`config.mk`:
```
export PLATFORM = sky130hd
export DESIGN_NAME = video_timing_gen
export DESIGN_NICKNAME = d
export VERILOG_FILES = /design/src/rtl/video_pkg.sv /design/src/rtl/sig_delay.sv /design/src/rtl/video_timing_gen.sv
export SDC_FILE = /design/constraint.sdc
export NUM_CORES = 1
export LEC_CHECK = 0
export ABC_AREA = 0
export BUFFER_PORTS_ARGS = -buffer_cell sky130_fd_sc_hd__clkbuf_2
export CAP_MARGIN = 5
export CORE_UTILIZATION = 30
export DETAILED_ROUTE_END_ITERATION = 6
export GPL_ROUTABILITY_DRIVEN = 0
export PLACE_DENSITY_LB_ADDON = 0.1
export REMOVE_ABC_BUFFERS = 1
export SLEW_MARGIN = 20
export SYNTH_ARGS = -nofsm -noshare
export SYNTH_HDL_FRONTEND = slang
export SYNTH_SLANG_ARGS = --single-unit
```
`constraint.sdc`:
```
create_clock -name pixel_clk_i -period 4.5 [get_ports pixel_clk_i]
set_input_delay 0.45 -clock pixel_clk_i [delete_from_list [all_inputs] [get_ports pixel_clk_i]]
set_output_delay 0.45 -clock pixel_clk_i [all_outputs]
set_load 0.1 [all_outputs]
```
`src/rtl/video_pkg.sv`:
```
// Shared video timing types and mode constants.
// Exports: COORD_W, video_timing_t, VT_640X480, VT_1280X720, h_total(), v_total().
package video_pkg;

  localparam int COORD_W = 12;

  // Fields are one bit wider than a coordinate so a 4096 span fits.
  typedef struct packed {
    logic [COORD_W:0] h_active;
    logic [COORD_W:0] h_front;
    logic [COORD_W:0] h_sync;
    logic [COORD_W:0] h_back;
    logic [COORD_W:0] v_active;
    logic [COORD_W:0] v_front;
    logic [COORD_W:0] v_sync;
    logic [COORD_W:0] v_back;
    logic             h_pol;
    logic             v_pol;
  } video_timing_t;

  localparam video_timing_t VT_640X480 = '{
    h_active: 13'd640,
    h_front:  13'd16,
    h_sync:   13'd96,
    h_back:   13'd48,
    v_active: 13'd480,
    v_front:  13'd10,
    v_sync:   13'd2,
    v_back:   13'd33,
    h_pol:    1'b0,
    v_pol:    1'b0
  };

  localparam video_timing_t VT_1280X720 = '{
    h_active: 13'd1280,
    h_front:  13'd110,
    h_sync:   13'd40,
    h_back:   13'd220,
    v_active: 13'd720,
    v_front:  13'd5,
    v_sync:   13'd5,
    v_back:   13'd20,
    h_pol:    1'b1,
    v_pol:    1'b1
  };

  function automatic int h_total(video_timing_t t);
    return int'(t.h_active) + int'(t.h_front)
         + int'(t.h_sync) + int'(t.h_back);
  endfunction

  function automatic int v_total(video_timing_t t);
    return int'(t.v_active) + int'(t.v_front)
         + int'(t.v_sync) + int'(t.v_back);
  endfunction

endpackage

```
`src/rtl/sig_delay.sv`:
```
// Fixed-depth register delay line with async active-low reset.
// Ports: clk, rst_n, din[WIDTH] -> dout[WIDTH] after DEPTH cycles.
module sig_delay #(
  parameter int               WIDTH     = 1,
  parameter int               DEPTH     = 1,
  parameter logic [WIDTH-1:0] RESET_VAL = '0
) (
  input  logic             clk,
  input  logic             rst_n,
  input  logic [WIDTH-1:0] din,
  output logic [WIDTH-1:0] dout
);

  logic [WIDTH-1:0] stage [DEPTH];

  always_ff @(posedge clk or negedge rst_n) begin
    if (!rst_n) begin
      for (int i = 0; i < DEPTH; i++) begin
        stage[i] <= RESET_VAL;
      end
    end else begin
      stage[0] <= din;
      for (int i = 1; i < DEPTH; i++) begin
        stage[i] <= stage[i-1];
      end
    end
  end

  assign dout = stage[DEPTH-1];

endmodule

```
`src/rtl/video_timing_gen.sv`:
```
// Raster timing generator: stage-0 coordinates/fetch plus delayed syncs.
// Ports: pixel_clk_i, rstn_i, en_i -> x_o, y_o, fetch_o, line/frame_start_o, hsync_o, vsync_o, draw_area_o.
module video_timing_gen
  import video_pkg::*;
#(
  parameter int H_ACTIVE   = int'(VT_640X480.h_active),
  parameter int H_FRONT    = int'(VT_640X480.h_front),
  parameter int H_SYNC     = int'(VT_640X480.h_sync),
  parameter int H_BACK     = int'(VT_640X480.h_back),
  parameter int V_ACTIVE   = int'(VT_640X480.v_active),
  parameter int V_FRONT    = int'(VT_640X480.v_front),
  parameter int V_SYNC     = int'(VT_640X480.v_sync),
  parameter int V_BACK     = int'(VT_640X480.v_back),
  parameter bit H_POL      = VT_640X480.h_pol,
  parameter bit V_POL      = VT_640X480.v_pol,
  parameter int PIPE_DEPTH = 2
) (
  input  logic               pixel_clk_i,
  input  logic               rstn_i,
  input  logic               en_i,
  output logic [COORD_W-1:0] x_o,
  output logic [COORD_W-1:0] y_o,
  output logic               fetch_o,
  output logic               line_start_o,
  output logic               frame_start_o,
  output logic               hsync_o,
  output logic               vsync_o,
  output logic               draw_area_o
);

  localparam int H_TOTAL = H_ACTIVE + H_FRONT + H_SYNC + H_BACK;
  localparam int V_TOTAL = V_ACTIVE + V_FRONT + V_SYNC + V_BACK;
  localparam int CW      = COORD_W + 1;

  if (H_TOTAL > 4096 || V_TOTAL > 4096) begin : g_bad_total
    $error("video_timing_gen: H_TOTAL/V_TOTAL exceeds 4096");
  end

  if (H_TOTAL < 1 || V_TOTAL < 1) begin : g_bad_empty
    $error("video_timing_gen: empty raster");
  end

  if (PIPE_DEPTH < 1 || PIPE_DEPTH > 8) begin : g_bad_pipe
    $error("video_timing_gen: PIPE_DEPTH must be 1..8");
  end

  // Comparison bounds carry one extra bit so a full 4096 span
  // does not alias to zero.
  localparam logic [CW-1:0] HA  = CW'(H_ACTIVE);
  localparam logic [CW-1:0] HS0 = CW'(H_ACTIVE + H_FRONT);
  localparam logic [CW-1:0] HS1 = CW'(H_ACTIVE + H_FRONT + H_SYNC);
  localparam logic [CW-1:0] VA  = CW'(V_ACTIVE);
  localparam logic [CW-1:0] VS0 = CW'(V_ACTIVE + V_FRONT);
  localparam logic [CW-1:0] VS1 = CW'(V_ACTIVE + V_FRONT + V_SYNC);

  localparam logic [COORD_W-1:0] H_LAST = COORD_W'(H_TOTAL - 1);
  localparam logic [COORD_W-1:0] V_LAST = COORD_W'(V_TOTAL - 1);
  localparam logic [COORD_W-1:0] ONE    = COORD_W'(1);

  logic               run;
  logic               go;
  logic [COORD_W-1:0] h_cnt;
  logic [COORD_W-1:0] v_cnt;
  logic [CW-1:0]      h_ext;
  logic [CW-1:0]      v_ext;
  logic               h_wrap;
  logic               v_wrap;
  logic               active;
  logic               hs;
  logic               vs;
  logic               hs_d;
  logic               vs_d;
  logic               active_d;

  // The registered run flag makes the first enabled cycle after
  // reset (or after a disable) sit at the origin.
  always_ff @(posedge pixel_clk_i or negedge rstn_i) begin
    if (!rstn_i) begin
      run <= 1'b0;
    end else begin
      run <= en_i;
    end
  end

  assign go     = en_i & run;
  assign h_wrap = (h_cnt == H_LAST);
  assign v_wrap = (v_cnt == V_LAST);

  always_ff @(posedge pixel_clk_i or negedge rstn_i) begin
    if (!rstn_i) begin
      h_cnt <= '0;
      v_cnt <= '0;
    end else if (!go) begin
      h_cnt <= '0;
      v_cnt <= '0;
    end else if (h_wrap) begin
      h_cnt <= '0;
      v_cnt <= v_wrap ? '0 : v_cnt + ONE;
    end else begin
      h_cnt <= h_cnt + ONE;
    end
  end

  assign h_ext = {1'b0, h_cnt};
  assign v_ext = {1'b0, v_cnt};

  assign active = go & (h_ext < HA) & (v_ext < VA);
  assign hs     = go & (h_ext >= HS0) & (h_ext < HS1);
  assign vs     = go & (v_ext >= VS0) & (v_ext < VS1);

  assign x_o           = h_cnt;
  assign y_o           = v_cnt;
  assign fetch_o       = active;
  assign line_start_o  = go & (h_cnt == '0) & (v_ext < VA);
  assign frame_start_o = go & (h_cnt == '0) & (v_cnt == '0);

  // Syncs travel as "asserted" flags and get their polarity at the
  // output, so an idle (reset) stage is simply all zeros.
  sig_delay #(
    .WIDTH     (3),
    .DEPTH     (PIPE_DEPTH),
    .RESET_VAL (3'b000)
  ) u_delay (
    .clk   (pixel_clk_i),
    .rst_n (rstn_i),
    .din   ({hs, vs, active}),
    .dout  ({hs_d, vs_d, active_d})
  );

  assign hsync_o     = hs_d ? H_POL : ~H_POL;
  assign vsync_o     = vs_d ? V_POL : ~V_POL;
  assign draw_area_o = active_d;

endmodule

```
== Word-level counts from Yosys, hierarchy flattened ==
Cells that the tools add are included.

* $add $sub $neg: 2
* Order comparisons: 6
* Equal/unequal tests: 3
* Mux-type cells: 7
* Bitwise gates (word level): 10
* Reduce and logical (&&, ||, !) cells: 2

{| class="wikitable"
|+ Operators with widths
! operator !! count
|-
| $mux W12 || 5
|-
| $add A12 B1 Y12 const B || 2
|-
| $eq A12 B10 Y1 const B || 2
|-
| $logic_not A12 Y1 || 2
|-
| $lt A12 B10 Y1 const B || 2
|-
| $lt A12 B9 Y1 const B || 2
|-
| $ge A12 B10 Y1 const B || 1
|-
| $ge A12 B9 Y1 const B || 1
|-
| $and A1 B1 Y1 || 10
|-
| $mux W1 || 2
|-
| $ne A2 B1 Y1 const B || 1
|}

* Register bits after elaboration: 31
* Bits of input ports: 3
* Output and inout bits: 30
* Logic and storage cells: 35

== Logic depth before layout (Yosys ltp) ==
Gate-level depths: netlist (run 1).

* Word-level depth: 4
* Depth in mapped cells: 7

== Modules after synthesis ==
From an unflattened synthesis (run 1), not the netlist that was laid out.

* Cell total of the unflattened synthesis: 172
* Area total of the unflattened synthesis: 1,717.9 µm²

{| class="wikitable"
|+ By module, submodules not included
! module !! instances !! cells each !! area each (µm²)
|-
| video_timing_gen || 1 || 163 || 1,545.2
|-
| sig_delay || 1 || 9 || 172.7
|}

== Worst setup path after synthesis (run 1) ==
OpenSTA, ideal clock, no wires.

* Path kind: register -> output
* From: register h_cnt[7], in the netlist x_o[7]
* To: output port frame_start_o
* Arrival time: 4.789 ns
* Data required time: 4.050 ns
* Slack: -0.739 ns
* Stages on the path, launching flop included: 4
* Cells stage by stage: dfrtp_1 -> or4_4 -> or3_1 -> nor4_1

* Cells in the longest elaborated chain, start to end: 3

{| class="wikitable"
|+ RTL lines
! what !! line !! RTL
|-
| start: declaration || video_timing_gen.sv:62 || <nowiki>logic [COORD_W-1:0] h_cnt;</nowiki>
|-
| start signal: assignment || video_timing_gen.sv:100 || <nowiki>h_cnt <= h_cnt + ONE;</nowiki>
|-
| $logic_not A12 Y1 || video_timing_gen.sv:115 || <nowiki>assign frame_start_o = go & (h_cnt == '0) & (v_cnt == '0);</nowiki>
|-
| $and A1 B1 Y1 (2 in a row) || video_timing_gen.sv:115 ||
|-
| end: declaration || video_timing_gen.sv:25 || <nowiki>output logic frame_start_o,</nowiki>
|}

No other way between the ends.

== Worst setup path after layout (run 1) ==
Same ends and word-level chain as after synthesis.

==> results of run 1 <==
## cells by family after synthesis
family,after synthesis,synth area share
AO/OA/AOI/OAI,25,0.119
XOR/XNOR,10,0.0517
adder cells (fa/ha/maj),5,0.0369
buffers and inverters,17,0.0480
flip-flops,31,0.458
AND/OR/NAND/NOR,81,0.287
## registers in the layout, summed over array words and instances (netlist names)
| signal | count |
|---|---|
| u_delay.stage | 3 |
| run | 1 |
| y_o | 12 |
| x_o | 12 |
| u_delay.dout | 3 |
## stage by stage
step / power (mW) / setup WS, ps
detailed placement: 0.334 / 1680
CTS: 0.548 / 1450
finish: 0.538 / 1440
global route: 0.563 / 1400
global placement: 0.333 / 1740
floorplan: 0.319 / -739
## area by class of cell
class / count / area share
Clock buffer: 5 / 0.0347
Clock inverter: 3 / 0.00756
Inverter: 10 / 0.0189
Multi-Input combinational cell: 121 / 0.422
Sequential cell: 31 / 0.391
Tap cell: 72 / 0.0454
Timing Repair Buffer: 32 / 0.0807
## cells in the final DEF (no fill, tap or decap), types with 5 or more instances in the layout
cell	instances
nand3_1	15
and3_1	7
clkbuf_8	5
and4_1	6
nor2_1	15
dfrtp_1	31
ha_1	5
nand2_1	9
clkbuf_2	32
inv_1	10
a31oi_1	7
xor2_1	8
nand4_1	8
## worst max path at each step
stage / from / end / slack, ps / cells after the start
after floorplan: x_o[7] / frame_start_o / -740 / 3
after CTS: x_o[7] / frame_start_o / 1450 / 4
after global routing: x_o[7] / frame_start_o / 1400 / 4
after detailed placement: en_i / frame_start_o / 1680 / 6
after global placement: en_i / frame_start_o / 1740 / 6
final: x_o[7] / frame_start_o / 1440 / 4
## layer usage
layer	vias up	global-route usage	share of wire
met4	0	0.0509	0.010
met1	724	0.203	0.49
li1	690	-	-
met5	-	0	0
met2	17	0.245	0.47
met3	5	0.0440	0.030
## power breakdown
| part | internal [mW] | switching (mW) |
|---|---|---|
| Sequential | 0.281 | 0.00174 |
| Clock | 0.106 | 0.104 |
| Combinational | 0.00650 | 0.0385 |
| Total | 0.393 | 0.145 |
==> results.py, run 1 <==
metrics = {
    "floorplanning": {
        "dieArea_sq_um": 5960,
        "die_y_um": 77.2,
        "start_util": 0.310,
        "rows": 27,
        "io_pins": 33,
        "coreArea_sq_um": 5470,
        "die_w_um": 77.2,
    },
    "drt": {
        "drtIter0Drc": 48,
        "drc": 0,
        "num_vias": 1436,
        "totalWireLength_mm": 4.17,
        "postRouteAntennaNets": 0,
        "wl_per_cell_um": 15.2,
        "vias_per_cell": 5.24,
        "dr.pass1.iters": 4,
    },
    "clocking": {
        "root_buffer": "clkbuf_8",
        "cts_buffers": 5,
        "path_clk_slew_ps": 70,
        "cts_buffer_depth": 2,
        "cts.sinks": 31,
        "h-tree-depth": 2,
        "cts_tree": "done",
        "holdBufCountCts": 0,
        "cts_resized": 0,
        "clk_latency_ps": 280,
        "cts_setup_buffers": 0,
    },
    "sta": {
        "fin_tns_setup_ps": 0,
        "slew_headroom": 0.452,
        "fin_crit_sh": 0.681,
        "tightestPinTransition_ps": 822,
        "max_freq_ghz": 0.326,
        "hold_viol_final": 0,
        "worst_hold_slack_ps": 253,
        "setup_violations": 0,
        "skew_ps": 7.34,
        "rsz0062_at_grt": "no",
        "drv_slew": 0,
        "fin_crit_ps": 3060,
    },
    "cells_and_area": {
        "fill_cells": 579,
        "design_area_sq_um": 1990,
        "seq_area_sq_um": 776,
        "drive_gt1_frac": 0.248,
        "final_nets": 209,
        "multi_input_area_sq_um": 838,
        "post-route-util": 0.363,
        "area_growth_pct": 17.1,
        "diodes": 0,
        "fin_cells": 274,
    },
    "grt": {
        "grt_max_degree": 32,
        "antenna_found_initial": 0,
        "grt.total_usage": 0.155,
        "grt_pass1_wl_mm": 7.18,
        "grt_remaining_overflow": 0,
        "grt_pass1_vias": 1438,
    },
    "place": {
        "place_area_sq_um": 1900,
        "dpl.cell_count": 266,
        "portBuffers": 32,
        "dp_hpwl_mm": 2.93,
    },
    "pwr": {
        "power.leakage_nw": 0.882,
        "peakVddDrop_mv": 0.0954,
        "power_density_nw_per_um2": 271,
    },
    "critical_path": {
        "cpPeakStageDelay_ps": 620,
        "cp.required_ps": 4050,
        "worstSetupPathType": "flip-flop to output port",
        "arrival_ps": 2610,
        "cp-start-kind": "flip-flop",
        "crit_chain": "or4_4, or3_1, nor4_1, clkbuf_2",
        "rr_worst_depth": 4,
        "r2r-start": "x_o[7]",
        "cp_top_family": "simple AND/OR/NAND/NOR gates",
        "ff2ff_setup_slack_ps": 2140,
        "worstSetupEndpointType": "output port",
        "slowest_stage": "or4_4",
        "cp_max_fo": 8,
        "r2r_end": "y_o[2]",
        "crit_buf_inv": 1,
    },
    "synthesis": {
        "yosys.area.top_type": "dfrtp_1",
        "synth_common_cells": "31 x dfrtp_1, 15 x nand3_1, 15 x nor2_1",
        "synth_seq_cells": 31,
        "syn_area_sq_um": 1700,
        "synth_area_per_cell_sq_um": 10.0,
        "synth_area_leaders": "dfrtp_1 46%, nand3_1 4.4%, xor2_1 4.1%",
        "synth_edf_count": 0,
        "ys_warn_count": 0,
        "synth.most_common_cell": "dfrtp_1",
        "yosysSeqAreaShare": 0.458,
        "synth_top_cell_area_share": 0.458,
        "synthArstFlopShare": 1.00,
        "synthDistinctLibCells": 43,
        "synthCells": 169,
        "ys_dominant_reg_cell": "dfrtp_1",
    },
    "job": {
        "maxCapViolCount": 0,
    },
    "run_status": {
        "status": "complete, no violations",
    },
    "hold_path": {
        "hold_class": "input port to asynchronous set/reset pin",
    },
}
No activity file was read; power rests on OpenSTA's default activity.
==> inputs of run 2 (changes only) <==
==> constraint.sdc (replaced) <==
create_clock -name pixel_clk_i -period 2.7 [get_ports pixel_clk_i]
set_input_delay 0.27 -clock pixel_clk_i [delete_from_list [all_inputs] [get_ports pixel_clk_i]]
set_output_delay 0.27 -clock pixel_clk_i [all_outputs]
set_load 0.1 [all_outputs]
==> run 2 against run 1 <==
Effect of this change:
- first-iteration DRC count grew to 2.5 times the previous value
- die area is the same
- register-to-register slack lost 1500 ps
- wire length shrank 0.96%
- critical endpoint unchanged
- sequential share of layout area shrank 1.3 points
==> results.py, run 2 (same netlist as run 1, synthesis figures left out) <==
metrics = {
    "run_status": {
        "status": "complete, no violations",
    },
    "sta": {
        "setup_ws_ps": 107,
        "rsz0062_at_grt": "no",
        "setup_violations": 0,
        "drv_slew": 0,
        "skew_ps": 6.14,
        "max_freq_ghz": 0.386,
        "fin_crit_sh": 0.961,
        "hold_viol_final": 0,
        "tightestPinTransition_ps": 812,
        "fin_crit_ps": 2590,
        "slew_headroom": 0.459,
    },
    "place": {
        "dp_hpwl_mm": 2.93,
        "post-place-ws_ps": 334,
        "dpl.cell_count": 270,
        "place_area_sq_um": 1950,
        "portBuffers": 32,
    },
    "critical_path": {
        "worstSetupEndpointType": "output port",
        "crit_buf_inv": 2,
        "slowest_stage": "or4_4",
        "worstSetupPathType": "flip-flop to output port",
        "cp-start-kind": "flip-flop",
        "cp.required_ps": 2430,
        "setup.worst_path.start": "x_o[11]",
        "ff2ff_setup_slack_ps": 690,
        "cp_max_fo": 4,
        "crit_chain": "or4_4, or3_1, nor4_2, buf_4, buf_12",
        "r2r-start": "x_o[11]",
        "cp_top_family": "simple AND/OR/NAND/NOR gates",
        "cpPeakStageDelay_ps": 600,
        "arrival_ps": 2320,
    },
    "grt": {
        "antenna_found_initial": 0,
        "grt.total_usage": 0.154,
        "grt_max_degree": 32,
        "grt_remaining_overflow": 0,
        "grt_pass1_wl_mm": 7.07,
        "grt_pass1_vias": 1379,
    },
    "cells_and_area": {
        "fin_cells": 278,
        "diodes": 0,
        "final_nets": 213,
        "design_area_sq_um": 2060,
        "post-route-util": 0.376,
        "drive_gt1_frac": 0.267,
        "final_cell_mix": "30 x clkbuf_2, 30 x dfrtp_1, 15 x nand3_1, 15 x nor2_1, 10 x inv_1",
        "area_growth_pct": 21.3,
    },
    "pwr": {
        "power.leakage_nw": 0.908,
        "peakVddDrop_mv": 0.147,
        "power_density_nw_per_um2": 462,
        "power.total_mw": 0.950,
    },
    "floorplanning": {
        "coreArea_sq_um": 5470,
        "rows": 27,
        "start_util": 0.310,
        "die_w_um": 77.2,
        "io_pins": 33,
        "die_y_um": 77.2,
        "dieArea_sq_um": 5960,
    },
    "drt": {
        "postRouteAntennaNets": 0,
        "num_vias": 1437,
        "vias_per_cell": 5.17,
        "drc": 0,
        "totalWireLength_mm": 4.13,
        "drtIter0Drc": 122,
        "dr.pass1.iters": 4,
        "wl_per_cell_um": 14.9,
    },
    "clocking": {
        "cts_tree": "done",
        "root_buffer": "clkbuf_8",
        "holdBufCountCts": 0,
        "h-tree-depth": 2,
        "cts_buffers": 5,
        "path_clk_slew_ps": 60,
        "cts.sinks": 31,
        "clk_latency_ps": 280,
        "cts_buffer_depth": 2,
    },
    "hold_path": {
        "hold_class": "input port to asynchronous set/reset pin",
    },
    "job": {
        "maxCapViolCount": 0,
    },
}
run 2: report_power, final:
| group | total [mW] | switching (mW) | internal, mW | leakage, nW |
|---|---|---|---|---|
| combinational | 0.0821 | 0.0657 | 0.0164 | 0.431 |
| clock | 0.397 | 0.165 | 0.232 | 0.0515 |
| sequential | 0.471 | 0.00267 | 0.468 | 0.426 |
| total | 0.950 | 0.233 | 0.717 | 0.908 |
run 2: routing by layer:
metal / global-route usage / part of all wire / vias up
met5: 0 / 0 / -
met4: 0.0585 / 0.011 / 0
met3: 0.0429 / 0.041 / 4
met2: 0.231 / 0.46 / 33
met1: 0.210 / 0.49 / 702
li1: - / - / 698
run 2: final timing paths:
| kind | endpoint | cells past startpoint |
|---|---|---|
| worst max-delay path | frame_start_o | 5 |
| worst min-delay path | x_o[9] | 1 |
| worst max register to register | y_o[8] | 4 |
| worst min register to register | u_delay.dout[1] | 0 |
| max in group asynchronous | x_o[7] | 1 |
| min in group pixel_clk_i | run | 1 |
run 2: what timing repair did:
action                                  4_1_cts  5_1_grt
resized for setup                             0        2
endpoints found under the setup margin        0        1
buffers inserted                              0        0
run 2: cell type report:
class | instances | area [sq um]
clock buffer | 8 | 100
tap | 72 | 90.1
inverter | 10 | 37.5
timing repair buffer | 36 | 208
multi-input combinational | 121 | 845
sequential | 31 | 777
fill | 572 | 3420
run 2: metrics by stage:
| step | hold WS [ps] | TNS, ps |
|---|---|---|
| 2_1_floorplan | -25.6 | -5350 |
| 3_3_place_gp | 339 | 0 |
| 4_1_cts | 105 | 0 |
| 5_1_grt | 125 | 0 |
| 3_5_place_dp | 346 | 0 |
| 6_report | 73.6 | 0 |
==> inputs of run 3 (changes only) <==
--- a/config.mk
+++ b/config.mk
@@ -8,10 +8,12 @@
 export ABC_AREA = 0
 export BUFFER_PORTS_ARGS = -buffer_cell sky130_fd_sc_hd__clkbuf_2
 export CAP_MARGIN = 5
+export CELL_PAD_IN_SITES_DETAIL_PLACEMENT = 2
+export CELL_PAD_IN_SITES_GLOBAL_PLACEMENT = 2
 export CORE_UTILIZATION = 30
 export DETAILED_ROUTE_END_ITERATION = 6
 export GPL_ROUTABILITY_DRIVEN = 0
-export PLACE_DENSITY_LB_ADDON = 0.1
+export PLACE_DENSITY_LB_ADDON = 0.05
 export REMOVE_ABC_BUFFERS = 1
 export SLEW_MARGIN = 20
 export SYNTH_ARGS = -nofsm -noshare
==> run 3 against run 2 <==
Effect of this change:
- first-iteration DRC count is 42% lower
- cell count is 0.36% lower
- critical endpoint unchanged
- fmax is 3.2% lower
- worst hold slack better by 7.7 ps
- wire length is 19% higher
- final area is 0.61% lower
- register-to-register slack worse by 70 ps
==> results.py, run 3 (same netlist as run 1, synthesis figures left out) <==
metrics = {
    "drt": {
        "num_vias": 1477,
        "wl_per_cell_um": 17.8,
        "postRouteAntennaNets": 0,
        "dr.pass1.iters": 4,
        "totalWireLength_mm": 4.92,
        "vias_per_cell": 5.33,
        "drtIter0Drc": 71,
        "drc": 0,
    },
    "clocking": {
        "cts_buffers": 5,
        "cts.sinks": 31,
        "root_buffer": "clkbuf_8",
        "h-tree-depth": 2,
        "clk_latency_ps": 280,
        "cts_tree": "done",
        "path_clk_slew_ps": 70,
        "cts_buffer_depth": 2,
    },
    "cells_and_area": {
        "post-route-util": 0.374,
        "final_nets": 213,
        "area_growth_pct": 20.6,
        "fill_cells": 627,
        "final_cell_mix": "30 x clkbuf_2, 30 x dfrtp_1, 15 x nand3_1, 15 x nor2_1, 10 x inv_1",
        "drive_gt1_frac": 0.268,
        "design_area_sq_um": 2040,
        "diodes": 0,
        "seq_area_sq_um": 777,
        "multi_input_area_sq_um": 845,
        "fin_cells": 277,
    },
    "floorplanning": {
        "io_pins": 33,
        "dieArea_sq_um": 5960,
        "die_w_um": 77.2,
        "die_y_um": 77.2,
        "rows": 27,
        "coreArea_sq_um": 5470,
        "start_util": 0.310,
    },
    "sta": {
        "skew_ps": 7.17,
        "worst_hold_slack_ps": 81.3,
        "fin_tns_setup_ps": 0,
        "drv_slew": 0,
        "fin_crit_ps": 2680,
        "tightestPinTransition_ps": 846,
        "setup_ws_ps": 21.6,
        "hold_viol_final": 0,
        "fin_crit_sh": 0.992,
        "max_freq_ghz": 0.373,
        "slew_headroom": 0.436,
        "setup_violations": 0,
    },
    "critical_path": {
        "cp-start-kind": "flip-flop",
        "arrival_ps": 2410,
        "cp.required_ps": 2430,
        "rr_worst_depth": 4,
        "worstSetupEndpointType": "output port",
        "worstSetupPathType": "flip-flop to output port",
        "cp_max_fo": 8,
    },
    "hold_path": {
        "hold_class": "input port to asynchronous set/reset pin",
    },
    "grt": {
        "grt_remaining_overflow": 0,
        "grt_pass1_vias": 1589,
        "grt_pass1_wl_mm": 8.29,
        "antenna_found_initial": 0,
        "grt_max_degree": 32,
        "grt.total_usage": 0.178,
    },
    "place": {
        "portBuffers": 32,
        "place_area_sq_um": 1950,
        "post-place-ws_ps": 290,
        "dp_hpwl_mm": 3.58,
        "dpl.cell_count": 270,
    },
    "job": {
        "maxCapViolCount": 0,
    },
    "run_status": {
        "status": "complete, no violations",
    },
    "pwr": {
        "peakVddDrop_mv": 0.131,
        "power.leakage_nw": 0.904,
        "power_density_nw_per_um2": 456,
        "power.total_mw": 0.931,
    },
}
run 3: worst paths after layout:
check                            startpoint  slack [ps]               to
max                                  x_o[7]          20    frame_start_o
min                                  rstn_i          80  u_delay.dout[0]
max reg2reg                          x_o[7]         620          y_o[11]
min reg2reg                u_delay.stage[4]         360  u_delay.dout[1]
max in group asynchronous            rstn_i        2030           x_o[7]
min in group pixel_clk_i               en_i         130              run
run 3: repair_timing:
item                       CTS  global route
hold endpoints to repair     0             0
setup endpoints to repair    1             1
hold buffers                 0             0
gates resized for setup      1             1
setup buffers                0             0
run 3: critical path: stages, from the launching register on:
cell and delay (ps):
dfrtp_2 460, or4_4 600, or3_1 460, nor4_2 270, buf_4 170, buf_12 160
run 3: report_power, final:
group          switching [mW]  total, mW  internal (mW)
Sequential            0.00298      0.471          0.468
Clock                   0.178      0.378          0.200
Combinational          0.0659     0.0824         0.0165
run 3: area by class of cell:
class                   count  share of cell area
inverters                  10              0.0184
repair buffers             36               0.102
multi-input cells         121               0.413
well taps                  72              0.0441
clock buffers               6              0.0404
clock inverters             1             0.00245
flip-flops and latches     31               0.380
run 3: routing by layer:
| layer | routed length, um | share of wire | GRT usage | up-vias |
|---|---|---|---|---|
| met3 | 175 | 0.036 | 0.0369 | 8 |
| li1 | - | - | - | 691 |
| met1 | 2130 | 0.43 | 0.217 | 745 |
| met4 | 67 | 0.014 | 0.0679 | 0 |
| met5 | 0 | 0 | 0 | - |
| met2 | 2560 | 0.52 | 0.306 | 33 |
